**config.mk**
```make
export PLATFORM = sky130hd
export DESIGN_NAME = mul_seq
export DESIGN_NICKNAME = d
export VERILOG_FILES = /design/src/rtl/mul_seq.sv
export SDC_FILE = /design/constraint.sdc
export NUM_CORES = 1
export LEC_CHECK = 0
export CORE_MARGIN = 3
export CORE_UTILIZATION = 44
export DETAILED_ROUTE_END_ITERATION = 7
export GPL_ROUTABILITY_DRIVEN = 0
export PLACE_DENSITY_LB_ADDON = 0.25
export SLEW_MARGIN = 25
export SYNTH_ARGS = -nofsm -noshare
export SYNTH_HDL_FRONTEND = slang
export SYNTH_SLANG_ARGS = --single-unit
export TNS_END_PERCENT = 100
```
**constraint.sdc**
```tcl
create_clock -name clk -period 5.95 [get_ports clk]
set_input_delay 0.8925 -clock clk [delete_from_list [all_inputs] [get_ports clk]]
set_output_delay 0.8925 -clock clk [all_outputs]
set_load 0.02 [all_outputs]
```
**src/rtl/mul_seq.sv**
```systemverilog
// -----------------------------------------------------------------------------
// mul_seq
//
// Iterative unsigned XLEN x XLEN -> 2*XLEN multiplier for the EX stage
// (MUL / MULHU). One shared adder performs a single shift-and-add step per
// clock, so every product takes exactly XLEN steps in BUSY whatever the
// operands are. There is no early-out.
//
// A small IDLE / BUSY / DONE state machine sequences the work. Both sides use
// a valid/ready handshake. A flush input lets the pipeline kill an op at any
// time, and the killed result is never presented.
//
// Ports
//   clk        in   1     clock; all state changes on the rising edge
//   rst        in   1     synchronous active-high reset (highest priority)
//   flush      in   1     abort current op, return to IDLE next edge
//   in_valid   in   1     operands valid
//   in_ready   out  1     operands can be accepted (high only in IDLE)
//   in_a       in   XLEN  multiplicand, sampled only on accept
//   in_b       in   XLEN  multiplier, sampled only on accept
//   out_valid  out  1     product valid (high only in DONE)
//   out_ready  in   1     consumer takes the product
//   out_lo     out  XLEN  product[XLEN-1:0]
//   out_hi     out  XLEN  product[2*XLEN-1:XLEN]
//
// All outputs come straight from flops. out_lo and out_hi mirror the
// accumulator, so they are deterministic (never X) in every state, even where
// consumers must ignore them.
// -----------------------------------------------------------------------------
module mul_seq #(
  parameter int XLEN = 32
) (
  input  logic            clk,
  input  logic            rst,
  input  logic            flush,
  input  logic            in_valid,
  output logic            in_ready,
  input  logic [XLEN-1:0] in_a,
  input  logic [XLEN-1:0] in_b,
  output logic            out_valid,
  input  logic            out_ready,
  output logic [XLEN-1:0] out_lo,
  output logic [XLEN-1:0] out_hi
);

  // The counter must be able to represent XLEN-1. The extra bit keeps the
  // width legal for any XLEN >= 1.
  localparam int CNT_W = $clog2(XLEN + 1);
  localparam logic [CNT_W-1:0] LAST_CNT = CNT_W'(XLEN - 1);
  localparam logic [CNT_W-1:0] CNT_ONE  = CNT_W'(1'b1);
  localparam logic [CNT_W-1:0] CNT_ZERO = {CNT_W{1'b0}};
  localparam logic [XLEN-1:0]  WORD_ZERO = {XLEN{1'b0}};

  typedef enum logic [1:0] {
    ST_IDLE = 2'd0,
    ST_BUSY = 2'd1,
    ST_DONE = 2'd2
  } state_t;

  state_t           state_r;
  state_t           next_state_s;
  logic [CNT_W-1:0] count_r;
  logic [XLEN-1:0]  mcand_r;
  logic [XLEN-1:0]  acc_hi_r;
  logic [XLEN-1:0]  acc_lo_r;
  logic             in_ready_r;
  logic             out_valid_r;
  logic             accept_s;
  logic             step_s;
  logic [XLEN:0]    sum_s;

  // One shift-and-add step. The partial product is added to the high half at
  // XLEN+1 bits, so the carry out of the add is kept rather than lost.
  function automatic logic [XLEN:0] step_sum(
    input logic [XLEN-1:0] hi,
    input logic [XLEN-1:0] mc,
    input logic            mbit
  );
    logic [XLEN:0] addend;
    if (mbit) begin
      addend = {1'b0, mc};
    end else begin
      addend = {(XLEN+1){1'b0}};
    end
    return {1'b0, hi} + addend;
  endfunction

  // Adder: the current multiplier LSB selects whether mcand is added.
  always_comb begin
    sum_s = step_sum(acc_hi_r, mcand_r, acc_lo_r[0]);
  end

  // Next-state and control strobes. flush overrides every handshake.
  always_comb begin
    next_state_s = state_r;
    accept_s     = 1'b0;
    step_s       = 1'b0;
    if (flush) begin
      next_state_s = ST_IDLE;
    end else begin
      case (state_r)
        ST_IDLE: begin
          // in_ready is high throughout IDLE, so in_valid alone completes
          // the handshake.
          if (in_valid) begin
            accept_s     = 1'b1;
            next_state_s = ST_BUSY;
          end else begin
            next_state_s = ST_IDLE;
          end
        end
        ST_BUSY: begin
          step_s = 1'b1;
          if (count_r == LAST_CNT) begin
            next_state_s = ST_DONE;
          end else begin
            next_state_s = ST_BUSY;
          end
        end
        ST_DONE: begin
          // No accept here: a new op can start only after the drain edge.
          if (out_ready) begin
            next_state_s = ST_IDLE;
          end else begin
            next_state_s = ST_DONE;
          end
        end
        default: begin
          next_state_s = ST_IDLE;
        end
      endcase
    end
  end

  // State register and registered handshake flags, derived from the next
  // state so that they line up with the state they describe.
  always_ff @(posedge clk) begin
    if (rst) begin
      state_r     <= ST_IDLE;
      in_ready_r  <= 1'b1;
      out_valid_r <= 1'b0;
    end else begin
      state_r     <= next_state_s;
      in_ready_r  <= (next_state_s == ST_IDLE);
      out_valid_r <= (next_state_s == ST_DONE);
    end
  end

  // Datapath: load on accept, shift-and-add while BUSY, otherwise hold.
  always_ff @(posedge clk) begin
    if (rst) begin
      count_r  <= CNT_ZERO;
      mcand_r  <= WORD_ZERO;
      acc_hi_r <= WORD_ZERO;
      acc_lo_r <= WORD_ZERO;
    end else if (flush) begin
      count_r <= CNT_ZERO;
    end else if (accept_s) begin
      count_r  <= CNT_ZERO;
      mcand_r  <= in_a;
      acc_hi_r <= WORD_ZERO;
      acc_lo_r <= in_b;
    end else if (step_s) begin
      // The XLEN+1-bit sum fills the top of {acc_hi, acc_lo}. The consumed
      // multiplier bit falls off the bottom, and the product's low bits
      // build up from the top of acc_lo.
      acc_hi_r <= sum_s[XLEN:1];
      acc_lo_r <= {sum_s[0], acc_lo_r[XLEN-1:1]};
      count_r  <= count_r + CNT_ONE;
    end else begin
      count_r <= count_r;
    end
  end

  assign in_ready  = in_ready_r;
  assign out_valid = out_valid_r;
  assign out_hi    = acc_hi_r;
  assign out_lo    = acc_lo_r;

endmodule

```
==> results.yml <==
die:
  row_count: 40
  start_util_pct: 46.0
  pin_count: 135
  dieWidth_um: 120
  die_y_um: 120
  coreArea_um2: 12300
  die_area_um2: 14300
route:
  drt_iter0_markers: 319
  antenna_left: 0
  wl_per_cell_um: 15.7
  viasPerCell: 5.60
  drc: 0
  routed_wl_um: 15600
  vias: 5563
  drt-pass1-iter-count: 5
synth:
  synth_edf_count: 0
  synthCells: 714
  ys_types: 57
  synth_area_leaders: "dfxtp_1 (37%), nand2_1 (9.3%), a21oi_1 (9.1%), ha_1 (7.3%), a22oi_1 (5.6%)"
  synth.most_common_cell: "nand2_1"
  synth-seq-cells: 106
  synth_commonest_cells: "nand2_1 (141), dfxtp_1 (106), a21oi_1 (103)"
  ys_async_sr_fraction_pct: 0
  syn_area_um2: 5670
  yosys.area.top_type_share_pct: 37.4
  syn_avg_cell_area_um2: 7.94
  synth_nets: 817
  ys_warn_count: 0
  synthFlopType: "dfxtp_1"
  synth_top_area_cell: "dfxtp_1"
  yosysSeqAreaShare_pct: 37.4
worst_setup_path:
  critPathMaxFanout: 34
  crit_required_ns: 6.21
  arrival_ns: 3.84
  crit_path_end_kind: "flop"
  setup.worst_path.class: "reg -> reg"
  r2r-start: "out_lo[0]"
  critPathLaunchType: "flop"
  crit_start: "out_lo[0]"
finish:
  design_area_um2: 7440
  layout-drive-gt1-share_pct: 4.36
  area_growth_pct: 31.3
  n_antenna_cell: 0
  final_nets: 924
place:
  placed_area_um2: 7120
  io_buffers: 134
  dp_hpwl_um: 11200
grt:
  grt_pass1_vias: 5610
  globalRouteOverflowTotal: 0
  antenna_found_initial: 0
  grt_max_degree: 46
  grt_util_all_layers_pct: 21.5
  grt_pass1_wl_um: 25800
clock_network:
  cts_setup_buffers: 0
  clk_pin_slew_ns: 0.08
  cts_buffers: 9
  root_buffer: "clkbuf_16"
  post_cts_resized: 0
  cts_buffer_depth: 2
  cts_tree: "built"
  hold_buffers: 0
  htreeDepth: 3
  cts_sinks: 106
  insertion_delay_ns: 0.36
sta:
  fmax_ghz: 0.279
  relSlewSlack_pct: 32.5
  whs_ns: 0.454
  min_period_ns: 3.59
  setup_viol: 0
  drv_slew: 0
  finalHoldViolCount: 0
  fin_crit_sh_pct: 60.3
  rsz0062_at_grt: "no"
  fin_tns_setup_ns: 0
  clock-skew-final_ns: 0.0136
  worst_pin_slew_ns: 1.01
power_and_ir_drop:
  leakage_nw: 2.76
  irDropWorstVdd_mv: 0.135
  power_density_nw_per_um2: 208
min_path:
  worstHoldStart: "mcand_r[28]"
  hold_path.class: "reg -> reg"
outcome:
  outcome: "completed"
run:
  cap_violations: 0
-- per-stage QoR --
| stage | setup slack, ns | power, W | instances | utilization (%) |
|---|---|---|---|---|
| floorplan | 2.88 | 0.000841 | 714 | - |
| global route | 2.07 | 0.00160 | 994 | 60.5 |
| CTS | 2.36 | 0.00156 | 994 | 60.5 |
| global placement | 2.48 | 0.000927 | 978 | 57.8 |
| finish | 2.36 | 0.00155 | 994 | 60.5 |
| detailed placement | 2.38 | 0.000932 | 978 | 57.9 |
-- state kept, by name, indices dropped and copies added, names as in the netlist --
register   count
count_r        6
in_ready       1
mcand_r       32
out_hi        32
out_lo        32
out_valid      1
state_r        2
-- where the power goes --
part           leakage (nW)  internal (W)  switching, W
Sequential            0.861      0.000731     0.0000169
Combinational          1.75     0.0000823     0.0000846
Clock                 0.157      0.000340      0.000294
-- critical path, cell delays in order (launching register included) --
cell	delay, ns
dfxtp_1	0.62
and2_1	0.30
ha_1	0.22
fa_1	0.41
a21o_1	0.22
a221oi_1	0.57
o21bai_2	0.22
a31oi_4	0.25
a21oi_1	0.11
or4_1	0.48
o311ai_0	0.09
-- layout by cell type (no fill, tap or decap), types with 14 or more instances in the layout --
cell type        Yosys  routed
nand2_1            141     141
clkdlybuf4s50_1      0     133
dfxtp_1            106     106
a21oi_1            103     103
a22oi_1             42      42
nor2_1              38      36
and2_1              33      33
ha_1                33      33
o21ai_0             27      27
xnor2_1             14      14
-- kinds of logic after synthesis --
logic type | count (synthesis) | share of synthesized area, %
compound gates | 225 | 25.2
xor+xnor | 27 | 4.17
fa+ha+maj | 34 | 7.64
buf+inv | 50 | 3.33
flops | 106 | 37.4
mux | 2 | 0.353
simple gates | 270 | 21.9
-- routing by layer --
| layer | global-route usage, % | up-vias | wire [um] |
|---|---|---|---|
| met4 | 6.73 | 0 | 275 |
| met1 | 24.9 | 2586 | 6560 |
| met5 | 0 | - | 0 |
| met3 | 6.60 | 24 | 1190 |
| li1 | - | 2766 | - |
| met2 | 38.0 | 187 | 7580 |
-- layout make-up --
class	count	area [um2]
clock buffer	9	225
fill	1134	4870
inverter	7	26.3
tap	168	210
multi-input combinational	558	3390
sequential	106	2120
timing repair buffer	139	1370
clock inverter	7	95.1
-- worst paths after layout --
path	endpoint	slack (ns)	cells after the start
max reg2reg	out_hi[27]	2.36	10
max	out_hi[27]	2.36	10
min reg2reg	mcand_r[28]	0.45	2
min	mcand_r[28]	0.45	2
(Power assumes the default switching activity.)
